## src/rtl/score_pkg.sv

```systemverilog
// Shared definitions for the score accumulator: opcodes, FSM states and
// the saturation limits of the 20-bit signed score.
package score_pkg;

    localparam int SCORE_W = 20;

    typedef enum logic [1:0] {
        OP_ADD   = 2'b00,
        OP_SUB   = 2'b01,
        OP_CLEAR = 2'b10,
        OP_LOAD  = 2'b11
    } op_e;

    typedef enum logic [1:0] {
        IDLE = 2'd0,
        EXEC = 2'd1,
        DONE = 2'd2
    } state_e;

    localparam logic [SCORE_W-1:0] SCORE_MAX = 20'h7FFFF;
    localparam logic [SCORE_W-1:0] SCORE_MIN = 20'h80000;

endpackage

```

## src/rtl/score_accumulator.sv

```systemverilog
// Signed score accumulator: takes add/sub/clear/load commands over valid/ready,
// drives the external adder from registers only, saturates and holds the score.
module score_accumulator
    import score_pkg::*;
#(
    parameter int WIDTH = SCORE_W
) (
    input  logic             clk,
    input  logic             rst_n,
    input  logic             in_valid,
    output logic             in_ready,
    input  logic [1:0]       in_op,
    input  logic [WIDTH-1:0] in_value,
    output logic [WIDTH-1:0] add_a,
    output logic [WIDTH-1:0] add_b,
    output logic             add_ci,
    input  logic [WIDTH-1:0] add_sum,
    output logic [WIDTH-1:0] score,
    output logic             done,
    output logic             ovf
);

    state_e                  state_q, state_d;
    op_e                     op_q, op_d;
    logic signed [WIDTH-1:0] val_q, val_d;
    logic signed [WIDTH-1:0] score_q, score_d;
    logic                    ovf_q, ovf_d;

    function automatic logic add_overflow(input logic signed [WIDTH-1:0] a,
                                          input logic signed [WIDTH-1:0] b,
                                          input logic signed [WIDTH-1:0] sum);
        return (a[WIDTH-1] == b[WIDTH-1]) && (sum[WIDTH-1] != a[WIDTH-1]);
    endfunction

    // Overflow always saturates toward the sign of the accumulated operand.
    function automatic logic signed [WIDTH-1:0] saturate(input logic signed [WIDTH-1:0] a);
        return a[WIDTH-1] ? SCORE_MIN : SCORE_MAX;
    endfunction

    // Adder operands depend on registered state only, so they are stable
    // from the first moment of EXEC regardless of what upstream is driving.
    always_comb begin
        add_a  = score_q;
        add_b  = '0;
        add_ci = 1'b0;
        if (state_q == EXEC) begin
            if (op_q == OP_ADD) begin
                add_b = val_q;
            end else if (op_q == OP_SUB) begin
                add_b  = ~val_q;
                add_ci = 1'b1;
            end
        end
    end

    always_comb begin
        state_d  = state_q;
        op_d     = op_q;
        val_d    = val_q;
        score_d  = score_q;
        ovf_d    = ovf_q;
        in_ready = 1'b0;
        done     = 1'b0;
        case (state_q)
            IDLE: begin
                in_ready = 1'b1;
                if (in_valid) begin
                    op_d    = op_e'(in_op);
                    val_d   = in_value;
                    state_d = EXEC;
                end
            end
            EXEC: begin
                state_d = DONE;
                case (op_q)
                    OP_ADD, OP_SUB: begin
                        if (add_overflow(add_a, add_b, add_sum)) begin
                            score_d = saturate(add_a);
                            ovf_d   = 1'b1;
                        end else begin
                            score_d = add_sum;
                        end
                    end
                    OP_CLEAR: begin
                        score_d = '0;
                        ovf_d   = 1'b0;
                    end
                    default: score_d = val_q;
                endcase
            end
            DONE: begin
                done    = 1'b1;
                state_d = IDLE;
            end
            default: state_d = IDLE;
        endcase
    end

    always_ff @(posedge clk) begin
        if (!rst_n) begin
            state_q <= IDLE;
            op_q    <= OP_ADD;
            val_q   <= '0;
            score_q <= '0;
            ovf_q   <= 1'b0;
        end else begin
            state_q <= state_d;
            op_q    <= op_d;
            val_q   <= val_d;
            score_q <= score_d;
            ovf_q   <= ovf_d;
        end
    end

    assign score = score_q;
    assign ovf   = ovf_q;

endmodule

```

## config.mk

```make
export PLATFORM = sky130hd
export DESIGN_NAME = score_accumulator
export DESIGN_NICKNAME = d
export VERILOG_FILES = /design/src/rtl/score_pkg.sv /design/src/rtl/score_accumulator.sv
export SDC_FILE = /design/constraint.sdc
export NUM_CORES = 1
export LEC_CHECK = 0
export BUFFER_PORTS_ARGS = -buffer_cell sky130_fd_sc_hd__buf_2
export CORE_AREA = 2 2 87 68
export CTS_CLUSTER_DIAMETER = 30
export CTS_CLUSTER_SIZE = 20
export DETAILED_ROUTE_END_ITERATION = 16
export DIE_AREA = 0 0 89 70
export PLACE_DENSITY = 0.79
export SLEW_MARGIN = 10
export SYNTH_ARGS = -nofsm -noshare
export SYNTH_HDL_FRONTEND = slang
export SYNTH_SLANG_ARGS = --single-unit
```

## constraint.sdc

```tcl
create_clock -name clk -period 1.6 [get_ports clk]
set_clock_uncertainty 0.05 [all_clocks]
set_input_delay 0.08 -clock clk [delete_from_list [all_inputs] [get_ports clk]]
set_output_delay 0.08 -clock clk [all_outputs]
set_load 0.01 [all_outputs]
```

### Yosys cells after proc, flatten, opt, wreduce, memory -nomap -nowiden

Index checks and enable logic that the tools add are counted.

| word-level totals | value |
|---|---|
| flip-flop bits (word level) | 45 |
| bits of input ports | 45 |

| operators by class | value |
|---|---|
| reduce and logical (&&, ||, !) cells | 7 |
| bitwise logic cells | 1 |
| eq/ne operators | 8 |
| multiplexer cells | 15 |

Operators with widths:

| kind | number |
|---|---|
| $mux W20 | 5 |
| $pmux W20 S2 | 1 |
| $not A20 Y20 | 1 |
| $mux W1 | 6 |
| $eq A2 B1 Y1 const B | 2 |
| $eq A2 B2 Y1 const B | 2 |
| $logic_not A2 Y1 | 2 |
| $ne A2 B2 Y1 const B | 2 |
| $pmux W2 S2 | 1 |
| $reduce_and A3 Y1 | 1 |
| $mux W2 | 1 |
| $pmux W1 S2 | 1 |
| $reduce_and A2 Y1 | 1 |
| $reduce_bool A2 Y1 | 1 |
| $reduce_or A2 Y1 | 1 |
| $eq A1 B1 Y1 | 1 |
| $logic_and A1 B1 Y1 | 1 |
| $ne A1 B1 Y1 | 1 |

### Depth between registers and ports, before layout

| logic depth | value |
|---|---|
| depth after elaboration | 8 |
| mapped depth | 7 |

### Least setup slack after synthesis

Ideal clock, no wire load.

| timing | value |
|---|---|
| path type | register to register |
| start | register score_q[19] (netlist: add_a[19]) |
| end | register score_q[10] (netlist: add_a[10]) |
| stages on the path, launching flop included | 8 |
| data arrival time | 1.345 ns |
| slack | 0.068 ns |
| setup time | 0.137 ns |
| path buffers | 3 |
| cell sequence | dfxtp_1 -> clkbuf_1 -> nor2_1 -> a31o_1 -> buf_6 -> buf_12 -> a21oi_2 -> o22ai_1 |

| on the way | value |
|---|---|
| longest elaborated chain between the ends | 4 |
| elaborated cells on any way between the ends | 6 |
| classes of those cells | 2 x eq/ne; 3 x mux; 1 x reduce/logical |

RTL lines:

| item | line | text |
|---|---|---|
| from (decl) | score_accumulator.sv:26 | `logic signed [WIDTH-1:0] score_q, score_d;` |
| from (signal assigned) | score_accumulator.sv:110 | `score_q <= score_d;` |
| $eq A1 B1 Y1 / $ne A1 B1 Y1 (equally long branches) | score_accumulator.sv:32 | `return (a[WIDTH-1] == b[WIDTH-1]) && (sum[WIDTH-1] != a[WIDTH-1]);` |
| $logic_and A1 B1 Y1 | score_accumulator.sv:32 |  |
| $mux W20 (*) | score_accumulator.sv:77 | `if (add_overflow(add_a, add_b, add_sum)) begin` |
| $pmux W20 S2 (*) | score_accumulator.sv:75 | `case (op_q)` |

Mark *: on every way between the ends. The rest lies on a longest branch, timed or not.
A chain may end at the register's enable or synchronous reset.

### Final worst setup path

| timing | value |
|---|---|
| start | register op_q[1] |
| end | output port add_b[1] |

| on the way | value |
|---|---|
| longest elaborated chain between the ends | 4 |
| elaborated cells on any way between the ends | 5 |
| classes of those cells | 1 x eq/ne; 3 x mux; 1 x reduce/logical |

RTL lines:

| item | line | text |
|---|---|---|
| from (decl) | score_accumulator.sv:24 | `op_e op_q, op_d;` |
| from (signal assigned) | score_accumulator.sv:108 | `op_q <= op_d;` |
| $eq A2 B1 Y1 | score_accumulator.sv:49 | `end else if (op_q == OP_SUB) begin` |
| $mux W20 | score_accumulator.sv:49 |  |
| $mux W20 (*) | score_accumulator.sv:47 | `if (op_q == OP_ADD) begin` |
| $mux W20 (*) | score_accumulator.sv:46 | `if (state_q == EXEC) begin` |
| to (decl) | score_accumulator.sv:15 | `output logic [WIDTH-1:0] add_b,` |

Marks and branches as above.

==> impl_metrics.env <==
export IMPL_placed_area_mm2=0.00294
export IMPL_first_global_vias=2160
export IMPL_h_tree_depth=2
export IMPL_synthCells=306
export IMPL_num_rows=24
export IMPL_cts_tree="done"
export IMPL_worst_ep_required_time_ns=1.47
export IMPL_final_max_slew_viol_count=0
export IMPL_vias=2404
export IMPL_post_cts_buffers=0
export IMPL_antenna_left=0
export IMPL_port_buffers=108
export IMPL_yosysTopAreaCell="dfxtp_1"
export IMPL_async_flop_share=0
export IMPL_fin_cells=482
export IMPL_power_mw=2.73
export IMPL_synth_compound_area_frac=0.302
export IMPL_synth_xor_area_frac=0.0779
export IMPL_antenna_found_initial=0
export IMPL_period_share=0.956
export IMPL_hpwl_um=4790
export IMPL_cp_depth=5
export IMPL_fin_hold_ws_ns=-0.00495
export IMPL_clock_latency_ns=0.29
export IMPL_synth_seq_cells=45
export IMPL_synth_most_common_cell="nand2_1"
export IMPL_routed_via_density=4.99
export IMPL_max_stage_delay_ns=0.35
export IMPL_crit_family="buffers and inverters"
export IMPL_root_buffer="clkbuf_8"
export IMPL_io_pins=109
export IMPL_design_area_mm2=0.00321
export IMPL_finalHoldViolations=1
export IMPL_synth_top_area_share=0.367
export IMPL_outcome="complete, but fails checks"
export IMPL_clock_sinks=45
export IMPL_reg2regPathDepth=4
export IMPL_initial_utilization=0.445
export IMPL_synth_top_family_by_area="compound AO/OA/AOI/OAI gates"
export IMPL_final_util=0.581
export IMPL_synth_nets=351
export IMPL_crit_chain="buf_4 -> nand2b_1 -> buf_6 -> nor2_1 -> buf_2"
export IMPL_drc=0
export IMPL_p_per_area_mw_per_mm2=852
export IMPL_fp_dieW_um=89
export IMPL_synth_fa_ha_area_frac=0
export IMPL_crit_arrival_ns=1.40
export IMPL_cts_buffers=5
export IMPL_tightest_slew_ns=0.467
export IMPL_fin_ws_ns=0.0712
export IMPL_placed_cells=459
export IMPL_critical_path_class="register to output pin"
export IMPL_grt_max_degree=40
export IMPL_worst_setup_path_end_kind="output pin"
export IMPL_nets=449
export IMPL_drtPass1Iterations=4
export IMPL_holdPathStages=3
export IMPL_vdd_drop_max_uv=340
export IMPL_synth_flop_cell="dfxtp_1"
export IMPL_die_height_um=70
export IMPL_synth_commonest_cells="nand2_1, dfxtp_1, nor2_1, a21boi_0"
export IMPL_coreArea_mm2=0.00553
export IMPL_maxSlewHeadroom=0.689
export IMPL_drive_gt1_frac=0.369
export IMPL_grt_setup_unrepaired="false"
export IMPL_max_freq_ghz=0.654
export IMPL_ys_types=30
export IMPL_dieArea_mm2=0.00623
export IMPL_area_growth_pct=30.7
export IMPL_dp_slack_ns=-0.0623
export IMPL_grtUsageTotal=0.215
export IMPL_min_period_ns=1.53
export IMPL_critPathBufInv=3
export IMPL_yosysWarnings=0
export IMPL_synthTopCellsByArea="dfxtp_1, nand2_1, xnor2_1, a21boi_0, buf_4"
export IMPL_grt_pass1_wl_um=10500
export IMPL_clkSlewWorstSetupHoldPaths_ns=0.08
export IMPL_hp_class="primary input to register"
export IMPL_worst_path_max_fanout=20
export IMPL_synth_edf_count=0
export IMPL_avgSynthCellArea_um2=8.03
export IMPL_post_drt_wl_per_cell_um=13.7
export IMPL_setup_violations=0
export IMPL_violations="hold timing"
export IMPL_routed_wl_um=6620
export IMPL_drt_iter0_drc=107
export IMPL_yosys_area_share_simple=0.138
export IMPL_cts_buffer_depth=2
export IMPL_drv_cap=0
export IMPL_startpoint_type="register"
export IMPL_cpMaxStageDelayCell="dfxtp_2"
export IMPL_ys_seq_area_frac=0.367
export IMPL_p_leak_nw=1.40
export IMPL_n_antenna_cell=0
export IMPL_netlist_area_mm2=0.00246
export IMPL_synth_mux_area_frac=0
export IMPL_gr_total_overflow=0
export IMPL_gp_congestion=0.907
export IMPL_n_fill_cell=597
==> cell usage in the layout (no fill, tap or decap), types with 3 or more instances in the layout <==
cell type,count
buf_2,108
nand2_1,48
dfxtp_1,43
a21boi_0,22
o21ai_0,21
nor2_1,20
xnor2_1,19
o211ai_1,19
o22ai_1,19
dlygate4sd3_1,16
a21oi_1,11
a21oi_2,10
buf_4,9
clkbuf_8,6
nor2_2,4
nor2b_1,3
==> final cells by class <==
cell class | instances | area (µm²) | share of cell area
Tap cell | 78 | 97.6 | 0.0304
Clock buffer | 7 | 86.3 | 0.0269
Sequential cell | 45 | 903 | 0.281
Multi-Input combinational cell | 215 | 1290 | 0.403
Timing Repair Buffer | 137 | 831 | 0.259
==> state kept, by name (all words and copies together) (netlist names) <==
signal and count:
add_a 20, state_q 2, op_q 2, ovf 1
val_q 20
==> tightest hold or removal path, delay by kind of cell <==
kind	cells	cell delay, ns
buffers and inverters	1	0.09
and+or+nand+nor	1	0.05
AOI/OAI and AO/OA	1	0.07
==> through the flow <==
| step | hold slack [ns] | TNS (ns) |
|---|---|---|
| final | -0.00495 | 0 |
| after global routing | 0.00301 | 0 |
| after CTS | 0.000694 | 0 |
| after detailed placement | 0.282 | -0.402 |
| after global placement | 0.281 | 0 |
| after floorplan | 0.175 | 0 |
==> report_power, final <==
part	internal [mW]	switching (mW)	total, mW
combinational	0.345	0.369	0.714
sequential	1.22	0.101	1.32
clock	0.343	0.359	0.702
total	1.91	0.829	2.73
==> per-layer routing <==
metal  global-route usage  part of all wire  vias to the layer above
li1                     -                 -                     1230
met1                0.328              0.51                     1083
met2                0.320              0.42                       87
met3               0.0366             0.062                        4
met4               0.0398            0.0057                        0
met5                    0                 0                        -
==> repair_timing <==
action / 4_1_cts / 5_1_grt
endpoints found under the setup margin: 18 / 20
hold endpoints to repair: 16 / 0
gates resized for setup: 2 / 9
hold buffers: 16 / 0
==> worst paths after layout <==
| kind | slack [ns] | endpoint | start |
|---|---|---|---|
| worst max-delay path | 0.07 | add_b[1] | op_q[1] |
| worst min-delay path | -0.005 | op_q[1] | in_op[1] |
| worst max register to register | 0.13 | add_a[17] | op_q[0] |
| worst min register to register | 0.46 | val_q[2] | val_q[2] |
==> kinds of logic (layout without fill, tap and decap cells) <==
family | count (synthesis) | in the layout
AO/OA/AOI/OAI | 111 | 111
AND/OR/NAND/NOR | 83 | 83
buffers and inverters | 46 | 144
flip-flops | 45 | 45
XOR/XNOR | 21 | 21
No activity file was read; power rests on OpenSTA's default activity.
